## src/rtl/p65c816_seq_ctrl.sv

```systemverilog
// Instruction register and micro-cycle sequencer feeding the 65C816 microcode ROM address {IR, MC}.
// Handles opcode fetch, interrupt/reset injection and the WAI/STP hold states.
module p65c816_seq_ctrl #(
    parameter int unsigned MC_W     = 4,
    parameter bit          NMI_SYNC = 1'b1
) (
    input  logic            CLK,
    input  logic            RST,
    input  logic            CE,
    input  logic            RDY,
    input  logic [2:0]      STATE_CTRL,
    input  logic [7:0]      D_IN,
    input  logic            M_FLAG,
    input  logic            X_FLAG,
    input  logic            I_FLAG,
    input  logic            DL_ZERO,
    input  logic            BR_TAKEN,
    input  logic            NMI_N,
    input  logic            IRQ_N,
    output logic [7:0]      IR,
    output logic [MC_W-1:0] MC,
    output logic            OPFETCH,
    output logic            INT_ACT,
    output logic [1:0]      VEC_SEL,
    output logic            WAIT_ST,
    output logic            STOP_ST,
    output logic            MC_OVF
);

    typedef enum logic [2:0] {
        SC_NEXT    = 3'b000,
        SC_LAST    = 3'b001,
        SC_SKIP_M8 = 3'b010,
        SC_SKIP_X8 = 3'b011,
        SC_SKIP_DL = 3'b100,
        SC_BRANCH  = 3'b101,
        SC_WAIT    = 3'b110,
        SC_STOP    = 3'b111
    } stctl_e;

    typedef enum logic [1:0] {
        VEC_NONE  = 2'b00,
        VEC_RESET = 2'b01,
        VEC_NMI   = 2'b10,
        VEC_IRQ   = 2'b11
    } vec_e;

    logic            adv;
    logic            nmi_s;
    logic            nmi_fall;
    stctl_e          sc;

    logic [7:0]      ir_q, ir_d;
    logic [MC_W-1:0] mc_q, mc_d;
    logic            opf_q, opf_d;
    logic            int_act_q, int_act_d;
    vec_e            vec_q, vec_d;
    logic            wait_q, wait_d;
    logic            stop_q, stop_d;
    logic            ovf_q, ovf_d;
    logic            nmi_pend_q, nmi_pend_d;
    logic            nmi_hist_q;
    logic            lat_nmi_q, lat_nmi_d;
    logic            lat_irq_q, lat_irq_d;

    logic            do_last;
    logic            nmi_clr;
    logic [1:0]      step;
    logic [MC_W:0]   mc_sum;

    generate
        if (NMI_SYNC) begin : g_sync
            logic [1:0] sync_q;
            always_ff @(posedge CLK or posedge RST) begin
                if (RST) sync_q <= 2'b11;
                else     sync_q <= {sync_q[0], NMI_N};
            end
            assign nmi_s = sync_q[1];
        end else begin : g_nosync
            assign nmi_s = NMI_N;
        end
    endgenerate

    assign adv      = CE & RDY;
    assign nmi_fall = nmi_hist_q & ~nmi_s;
    assign sc       = stctl_e'(STATE_CTRL);

    always_comb begin
        ir_d      = ir_q;
        mc_d      = mc_q;
        opf_d     = opf_q;
        int_act_d = int_act_q;
        vec_d     = vec_q;
        wait_d    = wait_q;
        stop_d    = stop_q;
        ovf_d     = ovf_q;
        lat_nmi_d = lat_nmi_q;
        lat_irq_d = lat_irq_q;
        do_last   = 1'b0;
        nmi_clr   = 1'b0;
        step      = 2'd0;
        mc_sum    = '0;
        if (adv && !stop_q) begin
            if (opf_q) begin
                opf_d = 1'b0;
                mc_d  = {{(MC_W-1){1'b0}}, 1'b1};
                if (lat_nmi_q) begin
                    ir_d      = '0;
                    int_act_d = 1'b1;
                    vec_d     = VEC_NMI;
                    nmi_clr   = 1'b1;
                end else if (lat_irq_q) begin
                    ir_d      = '0;
                    int_act_d = 1'b1;
                    vec_d     = VEC_IRQ;
                end else begin
                    ir_d      = D_IN;
                    int_act_d = 1'b0;
                    vec_d     = VEC_NONE;
                end
            end else if (wait_q) begin
                if (nmi_pend_q || !IRQ_N) begin
                    wait_d  = 1'b0;
                    do_last = 1'b1;
                end
            end else begin
                case (sc)
                    SC_NEXT:    step = 2'd1;
                    SC_LAST:    do_last = 1'b1;
                    SC_SKIP_M8: step = M_FLAG  ? 2'd2 : 2'd1;
                    SC_SKIP_X8: step = X_FLAG  ? 2'd2 : 2'd1;
                    SC_SKIP_DL: step = DL_ZERO ? 2'd2 : 2'd1;
                    SC_BRANCH: begin
                        if (BR_TAKEN) step = 2'd1;
                        else          do_last = 1'b1;
                    end
                    SC_WAIT:    wait_d = 1'b1;
                    SC_STOP:    stop_d = 1'b1;
                endcase
                // One extra bit on the sum catches advancing past all-ones for saturation.
                mc_sum = {1'b0, mc_q} + {{(MC_W-1){1'b0}}, step};
                if (step != 2'd0) begin
                    if (mc_sum[MC_W]) begin
                        mc_d  = '1;
                        ovf_d = 1'b1;
                    end else begin
                        mc_d  = mc_sum[MC_W-1:0];
                    end
                end
            end
            if (do_last) begin
                mc_d      = '0;
                opf_d     = 1'b1;
                lat_nmi_d = nmi_pend_q;
                lat_irq_d = !nmi_pend_q && !IRQ_N && !I_FLAG;
            end
        end
        // A fresh edge arriving on the cycle the NMI is taken must not be lost.
        nmi_pend_d = nmi_fall | (nmi_pend_q & ~nmi_clr);
    end

    always_ff @(posedge CLK or posedge RST) begin
        if (RST) begin
            ir_q       <= '0;
            mc_q       <= '0;
            opf_q      <= 1'b0;
            int_act_q  <= 1'b1;
            vec_q      <= VEC_RESET;
            wait_q     <= 1'b0;
            stop_q     <= 1'b0;
            ovf_q      <= 1'b0;
            nmi_pend_q <= 1'b0;
            nmi_hist_q <= 1'b1;
            lat_nmi_q  <= 1'b0;
            lat_irq_q  <= 1'b0;
        end else begin
            ir_q       <= ir_d;
            mc_q       <= mc_d;
            opf_q      <= opf_d;
            int_act_q  <= int_act_d;
            vec_q      <= vec_d;
            wait_q     <= wait_d;
            stop_q     <= stop_d;
            ovf_q      <= ovf_d;
            nmi_pend_q <= nmi_pend_d;
            nmi_hist_q <= nmi_s;
            lat_nmi_q  <= lat_nmi_d;
            lat_irq_q  <= lat_irq_d;
        end
    end

    assign IR      = ir_q;
    assign MC      = mc_q;
    assign OPFETCH = opf_q;
    assign INT_ACT = int_act_q;
    assign VEC_SEL = vec_q;
    assign WAIT_ST = wait_q;
    assign STOP_ST = stop_q;
    assign MC_OVF  = ovf_q;

endmodule

```

## config.mk

```make
export PLATFORM = sky130hd
export DESIGN_NAME = p65c816_seq_ctrl
export DESIGN_NICKNAME = d
export VERILOG_FILES = /design/src/rtl/p65c816_seq_ctrl.sv
export SDC_FILE = /design/constraint.sdc
export NUM_CORES = 1
export LEC_CHECK = 0
export ABC_CLOCK_PERIOD_IN_PS = 1800
export CELL_PAD_IN_SITES_DETAIL_PLACEMENT = 1
export CELL_PAD_IN_SITES_GLOBAL_PLACEMENT = 1
export CORE_UTILIZATION = 45
export DETAILED_ROUTE_END_ITERATION = 10
export DONT_BUFFER_PORTS = 1
export HOLD_SLACK_MARGIN = 0.15
export PLACE_DENSITY = 0.81
export SLEW_MARGIN = 0
export SYNTH_ARGS = -nofsm -noshare
export SYNTH_HDL_FRONTEND = slang
export SYNTH_SLANG_ARGS = --single-unit
export TNS_END_PERCENT = 20
```

## constraint.sdc

```tcl
create_clock -name CLK -period 1.8 [get_ports CLK]
set_input_delay 0.45 -clock CLK [delete_from_list [all_inputs] [get_ports CLK]]
set_output_delay 0.45 -clock CLK [all_outputs]
set_load 0.03 [all_outputs]
```

==> impl_metrics.csv, run 1 <==
group,metric,value,unit
synth,yosysTopAreaCell,"dfrtp_1",
sta,rsz0062_at_grt,"true",
setup_path,crit_fanout,3,
placed_design,hpwl,2.52,mm
sta,worst_pin_slew,0.598,ns
power,leakage,0.722,nW
cells_and_area,drive_above_1_share,0.277,
routing,drc,0,
hold_path,min_path_type,"input pin to register",
cells_and_area,post-route-cell-area,1490,µm²
cells_and_area,regArea,632,µm²
routing,routed_wl,3.55,mm
sta,fin_crit_sh,1.03,
power,p_per_area,641,nW/µm²
floorplan,core_region_area,2570,µm²
cells_and_area,fillers,300,
global_route,grt_pass1_vias,1111,
routing,dr.pass1.iters,4,
clocking,clock-sinks,25,
setup_path,critPathMaxStageDelay,0.36,ns
setup_path,cp.required,2.05,ns
cells_and_area,synthToLayoutAreaGrowth,18.1,%
sta,setup_violations,2,
power,peakVddDrop,523,µV
synth,synth.cell_area,1260,µm²
synth,synthCells,131,
cells_and_area,final_nets,174,
synth,synth_seq_cells,25,
run_status,status,"finished with violations",
clocking,clkTransAtPathRegs,0.15,ns
global_route,antenna_found_initial,0,
clocking,clk_path_buf_depth,2,
floorplan,initial_core_util,0.492,
sta,post-route-min-period,1.86,ns
synth,yosys_warnings,0,
synth,synth_nets,156,
routing,wl_per_cell,20.0,µm
clocking,clock_latency,0.34,ns
global_route,grt_pass1_wl,5.33,mm
floorplan,row_count,18,
sta,maxSlewViolCount,0,
global_route,grt_overflow,0,
synth,ys_types,39,
sta,skew,0.00184,ns
placed_design,placed_area,1410,µm²
routing,vias,1060,
setup_path,timing.rr.start,"MC[0]",
floorplan,io_pins,41,
sta,finalHoldViolCount,0,
cells_and_area,antenna-diode-count,0,
run_status,violations,"setup timing",
setup_path,critPathSlowestCell,"fa_2",
setup_path,end_kind,"register",
floorplan,die-area,3020,µm²
setup_path,cp.arrival,2.10,ns
setup_path,crit_chain,"a21oi_4 -> a31oi_1 -> o22ai_1 -> ha_2 -> inv_2 -> fa_2 -> nor3b_2 -> o211ai_1 -> nor4b_2 -> o21a_1",
routing,drtIter0Drc,13,
placed_design,port_buffers,0,
synth,synth.area.top_cells,"dfrtp_1 (40%), dfstp_2 (10%), nand2_1 (8.3%), nand3_1 (4.0%), inv_1 (3.0%)",
setup_path,path_buf_inv,1,
setup_path,start_kind,"input pin",
placed_design,gp_congestion,0.830,
synth,ys_seq_area_frac,0.500,
floorplan,die_w,55.0,µm
routing,detail-route-antenna-nets,0,
routing,vias_per_cell,5.96,
cells_and_area,multi_input_area,623,µm²
setup_path,worstSetupStartpoint,"DL_ZERO",
global_route,grt_max_degree,26,
sta,fin_setup_tns,-0.0962,ns
clocking,cts_root_buf,"clkbuf_4",
clocking,htree_levels,1,
synth,avgSynthCellArea,9.65,µm²
floorplan,die_h,55.0,µm
hold_path,worst_hold_startpoint,"D_IN[4]",
sta,finalWorstSetupSlack,-0.0558,ns
sta,fmax,539,MHz
synth,synth_top_area_share,0.396,
setup_path,path_class,"input pin to register",
clocking,cts-buffers-inserted,3,
sta,hold_slack,0.225,ns
global_route,grt_use_total,0.263,
sta,relSlewSlack,0.600,
clocking,cts_tree,"built",
setup_path,critPathTopFamily,"compound AO/OA/AOI/OAI gates",
flow_run,drv_cap,0,
[state kept, by name (all words and copies together) (netlist names), 2 cells and up]
name,flops
MC,4
IR,8
VEC_SEL,2
g_sync.sync_q,2
[power by group]
| group | switching, mW | internal (mW) | leakage [nW] | total [mW] |
|---|---|---|---|---|
| Combinational | 0.0534 | 0.0432 | 0.407 | 0.0965 |
| Sequential | 0.0121 | 0.574 | 0.301 | 0.586 |
| Clock | 0.190 | 0.0854 | 0.0139 | 0.275 |
[through the flow]
| stage | std cells | setup slack (ns) | power (mW) | util |
|---|---|---|---|---|
| 2_1_floorplan | 131 | -0.372 | 0.663 | - |
| 3_3_place_gp | 171 | -0.319 | 0.678 | 0.551 |
| 3_5_place_dp | 171 | -0.417 | 0.684 | 0.551 |
| 4_1_cts | 178 | -0.0439 | 0.958 | 0.575 |
| 5_1_grt | 178 | -0.107 | 0.985 | 0.581 |
| 6_report | 178 | -0.0558 | 0.957 | 0.581 |
[cells in the final DEF, fill, tap and decap left out, drive strengths merged]
cell	n
a211o	1
a21bo	1
a21boi	1
a21o	2
a21oi	4
a31oi	2
a41o	1
and3b	2
buf	15
clkbuf	3
clkinvlp	1
dfrtp	20
dfstp	5
dlygate4sd3	2
fa	1
ha	2
inv	10
mux2	2
mux2i	1
nand2	28
nand2b	1
nand3	10
nand3b	2
nor2	5
nor3	3
nor3b	1
nor4b	1
o211ai	1
o21a	5
o21ai	7
o221ai	1
o22a	1
o22ai	1
o311ai	1
o31ai	2
o41ai	1
or2	1
[routing by layer]
| metal | track usage | routed length (µm) | up-vias |
|---|---|---|---|
| met5 | 0 | 0 | - |
| met4 | 0.129 | 77 | 0 |
| met3 | 0.0492 | 187 | 9 |
| met2 | 0.446 | 1860 | 32 |
| met1 | 0.317 | 1430 | 526 |
| li1 | - | - | 493 |
[synthesized netlist by cell type]
cell / count
ha_1: 2
a21o_2: 1
o22ai_1: 1
nor4b_1: 1
a31oi_1: 2
a41o_1: 1
nor2_1: 5
nor3b_1: 1
and3b_1: 2
nor3_1: 2
a21o_1: 1
nand3b_1: 2
o221ai_1: 1
a21bo_4: 1
o21ai_0: 5
o311ai_1: 1
dfstp_2: 5
nand3_1: 10
o22a_1: 1
mux2_4: 1
clkbuf_1: 3
dfrtp_1: 20
nor3_4: 1
mux2i_1: 1
o41ai_1: 1
inv_1: 10
o211ai_1: 1
o21ai_2: 2
a21oi_1: 4
o31ai_1: 2
a211o_1: 1
o21a_1: 5
fa_1: 1
nand2b_1: 1
buf_2: 1
or2_2: 1
a21boi_1: 1
nand2_1: 28
mux2_2: 1
[final cells by class]
type | count | share of cell area
Inverter | 10 | 0.0251
Multi-Input combinational cell | 92 | 0.417
Timing Repair Buffer | 17 | 0.0889
Sequential cell | 25 | 0.423
Clock inverter | 1 | 0.00503
Tap cell | 30 | 0.0251
Clock buffer | 3 | 0.0151
[worst paths after layout]
| kind | depth (start not counted) | end | slack [ns] |
|---|---|---|---|
| min | 2 | IR[4] | 0.23 |
| min reg2reg | 0 | g_sync.sync_q[1] | 0.37 |
| max | 10 | MC[2] | -0.06 |
| max in group asynchronous | 3 | VEC_SEL[0] | 0.94 |
| min in group asynchronous | 3 | VEC_SEL[1] | 0.58 |
| max reg2reg | 7 | MC[2] | 0.04 |
[cells by family after synthesis]
| family | after synthesis | share of synthesized area |
|---|---|---|
| and+or+nand+nor | 54 | 0.207 |
| muxes | 3 | 0.0287 |
| buffers and inverters | 14 | 0.0426 |
| adders and majority gates | 3 | 0.0356 |
| AOI/OAI and AO/OA | 32 | 0.186 |
| DFF | 25 | 0.500 |
[timing repair]
item	4_1_cts	5_1_grt
setup endpoints to repair	3	5
hold buffers	2	0
hold endpoints to repair	21	0
gates resized for setup	1	3
buffers inserted	1	0
pin swaps	6	1
Power figures use the tool's default switching activity.
==> run 2: changes to the inputs <==
- CAP_MARGIN: unset -> 10
- CORE_UTILIZATION: 45 -> 35
- PLACE_DENSITY: 0.81 -> 0.67
==> run 2 against run 1 <==
Compared with the run above:
- the run now ends clean
- wire length down 12%
- die area grew 27%
- register-to-register slack better by 0.05 ns
- first-iteration DRC count rose by 23%
- global-route usage is 8.5 points lower
- combinational power is 0.9% lower
- hold slack got worse by 0.0083 ns
- highest routed layer unchanged
==> impl_metrics.csv, run 2 (synthesis gave the netlist of run 1 again) <==
group,metric,value,unit
sta,setup_violations,0,
routing,vias,1030,
sta,rsz0062_at_grt,"true",
cells_and_area,largest_reg_flops,8,
global_route,grt_use_total,0.178,
sta,fin_crit_sh,0.990,
flow_run,drv_cap,0,
sta,finalHoldViolCount,0,
global_route,antenna_found_initial,0,
clocking,cts_tree,"built",
floorplan,initial_core_util,0.373,
routing,wl_per_cell,15.9,µm
sta,hold_slack,0.217,ns
clocking,htree_levels,1,
sta,maxSlewViolCount,0,
clocking,cts-buffers-inserted,3,
clocking,clk_path_buf_depth,2,
setup_path,cp.arrival,2.04,ns
routing,routed_wl,3.12,mm
global_route,grt_overflow,0,
cells_and_area,drive_above_1_share,0.280,
run_status,status,"finished, final reports clean",
routing,drc,0,
placed_design,hpwl,2.32,mm
setup_path,start_kind,"input pin",
placed_design,gp_congestion,0.776,
setup_path,path_class,"input pin to register",
floorplan,io_pins,41,
sta,fmax,561,MHz
routing,dr.pass1.iters,3,
sta,worst_pin_slew,0.618,ns
sta,relSlewSlack,0.586,
floorplan,die_h,62.1,µm
clocking,cts_root_buf,"clkbuf_4",
cells_and_area,antenna-diode-count,0,
placed_design,placed_cells,187,
clocking,clock_latency,0.34,ns
routing,detail-route-antenna-nets,0,
clocking,clkTransAtPathRegs,0.15,ns
cells_and_area,post-route-cell-area,1520,µm²
floorplan,die-area,3860,µm²
sta,post-route-min-period,1.78,ns
setup_path,end_kind,"register",
global_route,grt_max_degree,26,
sta,skew,0.00531,ns
routing,drtIter0Drc,16,
setup_path,cp.required,2.06,ns
cells_and_area,synthToLayoutAreaGrowth,20.4,%
power,p_per_area,632,nW/µm²
setup_path,crit_fanout,3,
power,peakVddDrop,278,µV
power,leakage,0.731,nW
cells_and_area,final_common_cell,"nand2_1",
cells_and_area,fillers,386,
placed_design,placed_area,1430,µm²
floorplan,die_w,62.1,µm
placed_design,port_buffers,0,
clocking,clock-sinks,25,
routing,vias_per_cell,5.26,
floorplan,core_region_area,3390,µm²
cells_and_area,final_nets,176,
sta,fin_setup_tns,0,ns
hold_path,min_path_type,"input pin to register",
cells_and_area,most-common-layout-cells,"nand2_1 (27), dfrtp_1 (20), buf_4 (17)",
global_route,grt_pass1_vias,1040,
global_route,grt_pass1_wl,4.88,mm
floorplan,row_count,21,
cells_and_area,fin_cells,196,
run 2: cell count changes in the layout (fill, tap and decap cells not counted):
cell | before | now
buf_4 | 15 | 17
a21oi_2 | 0 | 1
o31ai_2 | 1 | 0
nor3_2 | 1 | 0
a21oi_1 | 3 | 2
nor3_1 | 1 | 2
o31ai_1 | 1 | 2
run 2: layout make-up:
class / count / area [µm²] / share of cell area
inverters: 10 / 37.5 / 0.0247
flip-flops and latches: 25 / 632 / 0.415
clock inverters: 1 / 7.51 / 0.00493
multi-input cells: 92 / 617 / 0.405
repair buffers: 19 / 148 / 0.0970
clock buffers: 3 / 22.5 / 0.0148
well taps: 46 / 57.6 / 0.0378
run 2: routing by layer:
layer	GRT usage	wire [µm]	part of all wire	vias up
met3	0.0269	84	0.027	6
met1	0.226	1380	0.44	513
met2	0.301	1610	0.51	17
met5	0	0	0	-
li1	-	-	-	494
met4	0.0762	50	0.016	0
run 2: path summary, 6_finish.rpt:
check	slack (ns)	from	cells after the start	endpoint
setup / recovery	0.02	DL_ZERO	10	MC[2]
hold / removal	0.22	D_IN[0]	2	IR[0]
setup reg to reg	0.09	MC[0]	7	MC[2]
hold reg to reg	0.37	g_sync.sync_q[0]	0	g_sync.sync_q[1]
max in group asynchronous	0.93	RST	3	VEC_SEL[0]
min in group asynchronous	0.58	RST	3	MC[2]
run 2: stage by stage:
stage	power, mW	util	worst slack (ns)
floorplan	0.663	-	-0.372
detailed placement	0.683	0.423	-0.447
finish	0.961	0.449	0.0185
CTS	0.971	0.441	0.00190
global placement	0.679	0.423	-0.357
global route	1.00	0.449	-0.0287
run 2: timing repair:
item / CTS / global route
resized for setup: 1 / 2
pin swaps: 4 / 3
setup endpoints to repair: 3 / 3
hold endpoints to repair: 21 / 0
hold buffers: 2 / 0
setup buffers: 1 / 2
run 2: where the power goes:
part	leakage [nW]	internal, mW	total (mW)	switching, mW
clock network	0.0139	0.0855	0.279	0.194
registers	0.301	0.574	0.586	0.0128
logic	0.417	0.0455	0.0956	0.0501
run 2: worst max-delay path, cell delays in order:
cell and delay, ns:
a21oi_4 0.12, a31oi_1 0.05, o22ai_1 0.17, ha_2 0.22
inv_2 0.04, fa_2 0.36, nor3b_2 0.17, o211ai_1 0.10
nor4b_2 0.18, o21a_1 0.19
==> run 3: changes to the inputs <==
- CORE_ASPECT_RATIO: unset -> 1.5
- CTS_BUF_LIST: unset -> sky130_fd_sc_hd__clkbuf_4 sky130_fd_sc_hd__clkbuf_8
==> run 3 against run 2 <==
Compared with the run above:
- the run now ends with setup timing left
- sequential share of layout area grew 0.41 points
- wire length shrank 0.96%
- clock-buffer cell count is the same
- die area grew 0.12%
- maximum frequency shrank 3.3%
- global-route usage grew 0.63 points
- combinational power grew 2.6%
- utilization shrank 0.78 points
- largest cell class unchanged
- largest power group unchanged
==> impl_metrics.csv, run 3 (synthesis gave the netlist of run 1 again) <==
group,metric,value,unit
global_route,grt_pass1_vias,1147,
floorplan,initial_core_util,0.370,
floorplan,die_h,75.6,µm
cells_and_area,largest_reg_flops,8,
global_route,grt_pass1_wl,5.19,mm
cells_and_area,final_nets,173,
cells_and_area,antenna-diode-count,0,
routing,vias_per_cell,5.43,
clocking,cts_tree,"built",
global_route,grt_max_degree,26,
clocking,htree_levels,1,
cells_and_area,final_common_cell,"nand2_1",
clocking,cts-buffers-inserted,3,
placed_design,dp_slack,-0.417,ns
global_route,antenna_found_initial,0,
sta,rsz0062_at_grt,"true",
cells_and_area,synthToLayoutAreaGrowth,19.2,%
floorplan,io_pins,41,
setup_path,crit_chain,"a21oi_4 -> a31oi_1 -> o22ai_1 -> ha_2 -> inv_2 -> fa_2 -> nor3b_2 -> o211ai_1 -> nor4b_2 -> o21a_1",
setup_path,critPathSlowestCell,"fa_2",
hold_path,min_path_type,"input pin to register",
cells_and_area,regArea,632,µm²
floorplan,die_w,51.1,µm
cells_and_area,multi_input_area,613,µm²
clocking,clock-sinks,25,
power,leakage,0.729,nW
routing,routed_wl,3.09,mm
sta,skew,0.00169,ns
sta,maxSlewViolCount,0,
clocking,clk_path_buf_depth,2,
placed_design,placed_cells,181,
power,p_per_area,673,nW/µm²
clocking,cts_root_buf,"clkbuf_8",
cells_and_area,drive_above_1_share,0.259,
sta,worst_pin_slew,0.559,ns
setup_path,path_buf_inv,1,
setup_path,cp.arrival,2.01,ns
sta,setup_violations,1,
cells_and_area,most-common-layout-cells,"nand2_1 (27), dfrtp_1 (20), buf_4 (14)",
sta,finalWorstSetupSlack,-0.0421,ns
routing,drc,0,
routing,detail-route-antenna-nets,0,
run_status,violations,"setup timing",
setup_path,path_class,"input pin to register",
setup_path,start_kind,"input pin",
setup_path,cp.required,1.97,ns
floorplan,row_count,26,
placed_design,gp_congestion,0.835,
floorplan,core_region_area,3420,µm²
setup_path,crit_fanout,3,
cells_and_area,fillers,417,
sta,post-route-min-period,1.84,ns
floorplan,die-area,3860,µm²
setup_path,end_kind,"register",
placed_design,hpwl,2.42,mm
sta,finalHoldViolCount,0,
sta,fin_crit_sh,1.02,
global_route,grt_overflow,0,
routing,dr.pass1.iters,2,
global_route,grt_use_total,0.184,
routing,vias,1027,
sta,fin_setup_tns,-0.0421,ns
clocking,clkTransAtPathRegs,0.09,ns
cells_and_area,fin_cells,189,
run_status,status,"finished with violations",
power,peakVddDrop,479,µV
routing,wl_per_cell,16.4,µm
routing,drtIter0Drc,27,
sta,relSlewSlack,0.626,
setup_path,critPathMaxStageDelay,0.35,ns
flow_run,drv_cap,0,
placed_design,port_buffers,0,
setup_path,critPathTopFamily,"compound AO/OA/AOI/OAI gates",
clocking,clock_latency,0.27,ns
sta,fmax,543,MHz
## run 3: cell count changes in the layout (fill, tap and decap cells not counted)
cell	before	now
a21oi_2	1	0
a21oi_1	2	3
clkinv_2	0	1
clkinvlp_4	1	0
buf_4	17	14
clkbuf_8	0	3
clkbuf_4	3	0
## run 3: layout make-up
| class | count | area share |
|---|---|---|
| repair buffers | 16 | 0.0831 |
| inverters | 10 | 0.0249 |
| clock buffers | 3 | 0.0274 |
| flip-flops and latches | 25 | 0.419 |
| well taps | 42 | 0.0349 |
| clock inverters | 1 | 0.00332 |
| multi-input cells | 92 | 0.407 |
## run 3: repair_timing
| item | 4_1_cts | 5_1_grt |
|---|---|---|
| hold endpoints to repair | 20 | 1 |
| endpoints found under the setup margin | 3 | 5 |
| hold buffers | 1 | 1 |
| pin swaps | 6 | 2 |
| setup buffers | 1 | 1 |
| resized for setup | 1 | 1 |
## run 3: layer usage
layer,up-vias,GRT usage,routed length [µm]
li1,487,-,-
met1,501,0.188,1170
met2,33,0.346,1680
met3,6,0.0359,170
met4,0,0.102,74
met5,-,0,0
## run 3: power breakdown
part / switching (mW) / leakage (nW) / internal (mW) / total, mW
sequential: 0.0111 / 0.301 / 0.573 / 0.584
clock: 0.177 / 0.0255 / 0.155 / 0.332
combinational: 0.0509 / 0.403 / 0.0472 / 0.0981
## run 3: metrics by stage
stage | hold WS, ns | cell area [µm²] | power, mW | util
finish | 0.301 | 1510 | 1.01 | 0.441
global route | 0.295 | 1510 | 1.07 | 0.441
CTS | 0.160 | 1480 | 1.03 | 0.434
detailed placement | 0.348 | 1410 | 0.684 | 0.414
global placement | 0.347 | 1410 | 0.680 | 0.414
floorplan | 0.345 | 1300 | 0.663 | -
## run 3: worst paths after layout
kind	depth (start not counted)	start	slack (ns)	end
max in group asynchronous	3	RST	0.84	g_sync.sync_q[1]
min	2	D_IN[3]	0.30	IR[3]
max reg2reg	7	MC[0]	0.12	MC[2]
min in group asynchronous	3	RST	0.67	IR[4]
max	10	DL_ZERO	-0.04	MC[2]
min reg2reg	0	g_sync.sync_q[0]	0.36	g_sync.sync_q[1]
